$ cat src/rtl/instruction_fetch_unit.sv
// Instruction fetch stage and IF/ID pipeline register for the RV32IM pipeline.
// Owns the PC and drives the instruction-memory read handshake. It also applies
// hazard stalls and branch/jump redirects, and uses a one-entry skid register to
// keep a word that returns while decode is stalled.
module instruction_fetch_unit #(
    parameter logic [31:0] RESET_PC  = 32'h0000_0000,
    parameter logic [31:0] NOP_INSTR = 32'h0000_0013
) (
    input  logic        clk,
    input  logic        reset,
    input  logic        stall,
    input  logic        branch_taken,
    input  logic [31:0] branch_target,
    output logic        imem_read,
    output logic [31:0] imem_addr,
    input  logic        imem_busy,
    input  logic [31:0] imem_instr,
    output logic [31:0] pc_out,
    output logic [31:0] pc_plus4_out,
    output logic [31:0] instr_out,
    output logic        valid_out
);

    typedef enum logic [1:0] {
        FETCH = 2'd0,
        HOLD  = 2'd1,
        FLUSH = 2'd2
    } state_t;

    // Redirect targets are always forced to a word boundary.
    function automatic logic [31:0] word_align(input logic [31:0] addr);
        return addr & 32'hFFFF_FFFC;
    endfunction

    state_t      state_r;
    logic [31:0] pc_r;
    logic [31:0] pending_r;
    logic [31:0] skid_r;
    logic [31:0] pc_out_r;
    logic [31:0] pc_plus4_r;
    logic [31:0] instr_r;
    logic        valid_r;
    logic        read_r;

    logic [31:0] target_s;
    logic [31:0] pc_inc_s;

    assign target_s = word_align(branch_target);
    assign pc_inc_s = pc_r + 32'd4;

    // The PC only changes when an access has completed or the stage is redirected.
    // So the PC is also the address held stable during an outstanding or flushed access.
    assign imem_addr    = pc_r;
    // Reset masks the request combinationally so nothing is requested while reset is held.
    assign imem_read    = reset & read_r;
    assign pc_out       = pc_out_r;
    assign pc_plus4_out = pc_plus4_r;
    assign instr_out    = instr_r;
    assign valid_out    = valid_r;

    // Fetch control FSM with the PC, skid entry, pending target and IF/ID register.
    always_ff @(posedge clk) begin
        if (!reset) begin
            state_r    <= FETCH;
            pc_r       <= RESET_PC;
            pending_r  <= 32'h0000_0000;
            skid_r     <= NOP_INSTR;
            pc_out_r   <= 32'h0000_0000;
            pc_plus4_r <= 32'h0000_0004;
            instr_r    <= NOP_INSTR;
            valid_r    <= 1'b0;
            read_r     <= 1'b1;
        end else begin
            case (state_r)
                FETCH: begin
                    if (branch_taken) begin
                        // Redirect beats stall: the IF/ID entry becomes a bubble either way.
                        valid_r <= 1'b0;
                        instr_r <= NOP_INSTR;
                        read_r  <= 1'b1;
                        if (imem_busy) begin
                            // Access still in flight: finish it on the old address and discard the word.
                            pending_r <= target_s;
                            state_r   <= FLUSH;
                        end else begin
                            pc_r    <= target_s;
                            state_r <= FETCH;
                        end
                    end else if (!imem_busy) begin
                        if (stall) begin
                            // Decode cannot take the word yet, so park it in the skid entry.
                            skid_r  <= imem_instr;
                            state_r <= HOLD;
                            read_r  <= 1'b0;
                        end else begin
                            pc_out_r   <= pc_r;
                            pc_plus4_r <= pc_inc_s;
                            instr_r    <= imem_instr;
                            valid_r    <= 1'b1;
                            pc_r       <= pc_inc_s;
                            read_r     <= 1'b1;
                        end
                    end else if (!stall) begin
                        // Waiting on memory while decode drains: present a bubble.
                        valid_r <= 1'b0;
                        instr_r <= NOP_INSTR;
                        read_r  <= 1'b1;
                    end else begin
                        // Waiting on memory under a stall: IF/ID keeps its contents.
                        read_r <= 1'b1;
                    end
                end

                HOLD: begin
                    if (branch_taken) begin
                        pc_r    <= target_s;
                        valid_r <= 1'b0;
                        instr_r <= NOP_INSTR;
                        state_r <= FETCH;
                        read_r  <= 1'b1;
                    end else if (!stall) begin
                        pc_out_r   <= pc_r;
                        pc_plus4_r <= pc_inc_s;
                        instr_r    <= skid_r;
                        valid_r    <= 1'b1;
                        pc_r       <= pc_inc_s;
                        state_r    <= FETCH;
                        read_r     <= 1'b1;
                    end else begin
                        read_r <= 1'b0;
                    end
                end

                FLUSH: begin
                    valid_r <= 1'b0;
                    instr_r <= NOP_INSTR;
                    read_r  <= 1'b1;
                    if (branch_taken) begin
                        pending_r <= target_s;
                    end else begin
                        pending_r <= pending_r;
                    end
                    if (!imem_busy) begin
                        // The stale word is dropped here. A redirect that arrives in the same cycle takes priority.
                        pc_r    <= branch_taken ? target_s : pending_r;
                        state_r <= FETCH;
                    end else begin
                        state_r <= FLUSH;
                    end
                end

                default: begin
                    state_r <= FETCH;
                    valid_r <= 1'b0;
                    instr_r <= NOP_INSTR;
                    read_r  <= 1'b1;
                end
            endcase
        end
    end

endmodule
$ cat config.mk
export PLATFORM = sky130hd
export DESIGN_NAME = instruction_fetch_unit
export DESIGN_NICKNAME = d
export VERILOG_FILES = /design/src/rtl/instruction_fetch_unit.sv
export SDC_FILE = /design/constraint.sdc
export NUM_CORES = 1
export LEC_CHECK = 0
export CAP_MARGIN = 10
export CORE_UTILIZATION = 54
export CTS_CLUSTER_DIAMETER = 120
export CTS_CLUSTER_SIZE = 12
export DETAILED_ROUTE_END_ITERATION = 8
export PLACE_DENSITY = 0.91
export SYNTH_ARGS = -nofsm -noshare
export SYNTH_HDL_FRONTEND = slang
export SYNTH_SLANG_ARGS = --single-unit
$ cat constraint.sdc
create_clock -name clk -period 6.05 [get_ports clk]
set_clock_uncertainty 0.1 [all_clocks]
set_input_delay 1.815 -clock clk [delete_from_list [all_inputs] [get_ports clk]]
set_output_delay 1.815 -clock clk [all_outputs]
set_load 0.02 [all_outputs]
Word-level counts from Yosys, hierarchy flattened
Cells that the tools add are included. Widths: inputs -> output; s select.

Register bits: 196. Bits of input ports: 69. Output and inout bits: 130. Logic and storage cells: 82.

Add/subtract/negate cells: 1. Equality and inequality tests: 13. Multiplexer cells: 46. Bitwise logic cells: 3. Reduce and logical (&&, ||, !) cells: 10.

Operator list (number): $mux 32 (23); $pmux 32 s2 (4); $pmux 32 s3 (1); $add 32x3->32 const B (1); $mux 2 (6); $ne 2x2->1 const B (6); $ne 3x3->1 const B (4); $mux 1 (9); $reduce_and 3->1 (3); $reduce_and 4->1 (2); $pmux 2 s3 (1); $ne 4x4->1 const B (1); $pmux 1 s2 (2); $reduce_bool 2->1 (2); $reduce_bool 3->1 (1); $eq 2x1->1 const B (1); $eq 2x2->1 const B (1); $logic_not 2->1 (1); $not 1->1 (2); $reduce_and 2->1 (1); $and 1x1->1 (1).

Depth between registers and ports, before layout
Depth in word-level cells: 5. Gate-level depth with buffers: 8. Depth with buffers taken out: 6.

Worst setup path after synthesis
Ideal clock, no wire load.

Path type: input port to output port. Start: input port reset. End: output port imem_read. Data arrival time: 2.547 ns. Required time: 4.135 ns. Path slack: 1.588 ns. Cell stages on the path: 3. Buffers on the path: 2. Path through: clkbuf_1 -> clkbuf_1 -> and2_1.

Word-level cells in the longest chain between the ends: 1.

Ends and longest elaborated chain: start, declared (RTL line 10) `input logic reset,`; $and 1x1->1 (RTL line 55) `assign imem_read = reset & read_r;`; end, declared (RTL line 14) `output logic imem_read,`.

Every way passes these cells.

Worst setup path in the final report
Same ends and word-level chain as after synthesis.

==> flow_summary.toml <==
[clock_network]
cts_buffers = 17
clock_path_buffers = 2
root_buffer = "clkbuf_16"
clkSinkCount = 194
cts_hold_buf = 0
insertion_delay_ns = 0.44
htreeDepth = 4
cts_tree = "done"
post_cts_buffers = 0
cts-resized-gates = 0
clkTransAtPathRegs_ns = 0.06

[detailed_routing]
wl_microns = 25500
drcViolationCount = 0
routedWlPerCell_microns = 18.5
via_per_inst = 6.19
dr.pass1.iters = 7
postRouteAntennaNets = 0
vias = 8541
dr.first_iter.drc_count = 930

[yosys]
yosysTopAreaCell = "dfxtp_1"
synthFlopType = "dfxtp_1"
yosysWarningCount = 0
ys_ff_latch = 194
yosysTopAreaCellShare_pct = 46.6
synthCells = 1048
synth_seq_area_share_pct = 46.6
syn-num-nets = 1118
yosys-top-cells-area = "dfxtp_1 (47%), nand2_1 (11%), a21oi_1 (8.3%), clkbuf_1 (3.4%), o21ai_0 (3.0%)"
synthArstFlopShare_pct = 0
synth-edff-count = 0
syn_avg_cell_area_sq_um = 7.96
synth_cell_types = 60
synth_area_sq_um = 8340

[worst_setup_path]
crit_slowest_cell = "clkdlybuf4s50_1"
reg2regPathDepth = 5
crit_arrival_ns = 2.72
r2r-start = "state_r[1]"
end_kind = "output pin"
startpoint_type = "primary input"
path_class = "primary input to output pin"
cp.buffers_inverters = 2
path_cells = "buf_2 > and2_1 > clkdlybuf4s50_1"
crit_path_max_incr_delay_ns = 0.65
timing.rr.end = "imem_addr[23]"
crit_fanout = 2
ff2ff_setup_slack_ns = 3.01
critical-path-top-delay-family = "buffers and inverters"
cp.required_ns = 4.14

[floorplan]
die_h_microns = 126
num_rows = 45
dieArea_sq_um = 15900
start_util_pct = 55.1
die_w_microns = 126
io-pin-count = 199
core_area_sq_um = 15100

[layout]
utilization_pct = 71.5
synthToLayoutAreaGrowth_pct = 29.9
num-fill-cells = 1083
fin_nets = 1247
drive_above_1_share_pct = 5.21

[pwr]
p_switching_mw = 0.831
swShare_pct = 28.4
ir_drop_mv = 0.208
clockPowerShare_pct = 37.9
finalPower_mw = 2.92
seq_power_share_pct = 48.0
p_int_mw = 2.09
p_leak_nw = 3.77
pwr-share-comb_pct = 14.2
p_per_area_nw_per_um2 = 270

[sta]
tns_ns = 0
setup_ws_ns = 1.41
worst_hold_slack_ns = 0.355
finalSetupViolCount = 0
max_freq_mhz = 216
period_needed_ns = 4.64
timing.slew.headroom_pct = 20.8
grt_setup_unrepaired = "no"
worst_pin_slew_ns = 1.19
fin_crit_sh_pct = 76.7
hold_viol = 0
slew_viol_final = 0

[grt]
grt_overflow = 0
grt_pass1_wl_microns = 40400
grt_pass1_vias = 7921
grt_usage_pct = 31.9
grt_antenna_before_repair = 1
grt_max_degree = 84

[outcome]
status = "completed"

[placement]
portBuffers = 196
preCtsSetupSlack_ns = 1.04
dp_hpwl_microns = 16800
gp_congestion = 0.966

[min_path]
hold_path_end = "pending_r[26]"
hold_path_class = "flop to flop"
min_path_cells = 2
holdCritStartpoint = "pending_r[26]"

[job]
drv_cap = 0
==> cells in the final DEF, fill, tap and decap left out, types with 7 or more instances in the layout <==
master,netlist,layout
clkbuf_16,0,17
nand3_1,34,34
nor3_1,25,23
a221oi_1,17,17
a21oi_1,138,138
a211oi_1,9,9
dfxtp_1,194,194
nand4_1,21,21
buf_4,5,13
nor2_1,43,43
o21ai_0,50,50
xor2_1,18,18
xnor2_1,8,8
clkdlybuf4s50_1,0,195
a22oi_1,18,18
nand2_1,247,247
and2_1,19,19
o211ai_1,11,11
a221o_1,7,7
and3_1,9,8
==> through the flow <==
stage / instance area (sq um) / std cells
floorplan: 8340 / 1048
global placement: 10300 / 1346
detailed placement: 10300 / 1346
CTS: 10800 / 1378
global route: 10800 / 1379
finish: 10800 / 1379
==> area by class of cell <==
| class | instances | area (sq um) | area share, % |
|---|---|---|---|
| timing repair buffer | 209 | 2050 | 19.0 |
| inverter | 7 | 28.8 | 0.266 |
| multi-input combinational | 748 | 4050 | 37.4 |
| clock buffer | 17 | 425 | 3.93 |
| antenna | 1 | 2.50 | 0.0231 |
| tap | 188 | 235 | 2.17 |
| sequential | 194 | 3880 | 35.9 |
| clock inverter | 15 | 148 | 1.36 |
==> how the worst max path moves through the flow <==
stage | slack (ns) | startpoint | end | cells past startpoint
global route | 1.24 | branch_taken | skid_r[3] | 6
detailed placement | 1.04 | branch_taken | pending_r[1] | 4
global placement | 1.04 | branch_taken | pending_r[0] | 4
floorplan | 1.59 | reset | imem_read | 3
CTS | 1.42 | reset | imem_read | 3
finish | 1.41 | reset | imem_read | 3
==> routing by layer <==
| layer | share of wire [%] | global-route usage [%] | vias up |
|---|---|---|---|
| li1 | - | - | 3932 |
| met1 | 39 | 39.7 | 4021 |
| met2 | 47 | 50.1 | 502 |
| met3 | 10 | 8.96 | 86 |
| met4 | 4.4 | 17.4 | 0 |
| met5 | 0 | 0 | - |
==> sequential cells by signal (all words and copies together), names as in the netlist <==
name,count
imem_addr,32
pending_r,32
skid_r,32
read_r,1
instr_out,32
pc_out,30
state_r,2
pc_plus4_out,32
valid_out,1
==> power by group through the flow <==
stage                     Clock (mW)  Sequential, mW  Combinational [mW]
after floorplan                    0            1.45               0.193
after global placement             0            1.43               0.398
after detailed placement           0            1.43               0.406
after CTS                       1.11            1.40               0.410
after global routing            1.17            1.41               0.443
final                           1.11            1.40               0.414
==> kinds of logic (layout without fill, tap and decap cells) <==
| family | Yosys count | after routing | synth area share, % |
|---|---|---|---|
| and+or+nand+nor | 427 | 427 | 23.5 |
| AOI/OAI and AO/OA | 294 | 294 | 21.8 |
| DFF | 194 | 194 | 46.6 |
| buffers and inverters | 106 | 248 | 5.21 |
| xor gates and xnor gates | 26 | 26 | 2.73 |
| adders and majority gates | 1 | 1 | 0.150 |
| other | 0 | 1 | 0 |
==> cell usage after synthesis (4+ instances only) <==
cell,n
nor3_1,25
o21ai_0,50
buf_1,5
nand4_1,21
xor2_1,18
nor2_1,43
inv_1,6
a22oi_1,18
nand3_1,34
o311ai_1,6
o21a_1,4
a211oi_1,9
a221oi_1,17
and3_1,9
dfxtp_1,194
a21oi_1,138
xnor2_1,8
or3_1,5
nand2_1,247
and4_1,5
a221o_1,7
o22ai_1,5
buf_4,5
buf_2,14
and2_1,19
o211ai_1,11
o221ai_1,5
clkbuf_1,75
==> worst register-to-register path: stages, from the launching register on <==
cell      delay [ns]
dfxtp_1         0.62
nand2b_1        0.56
nor2_1          0.99
a22oi_1         0.34
a21oi_1         0.24
o21a_1          0.15
Note: power is estimated with default switching activity, not from simulation.
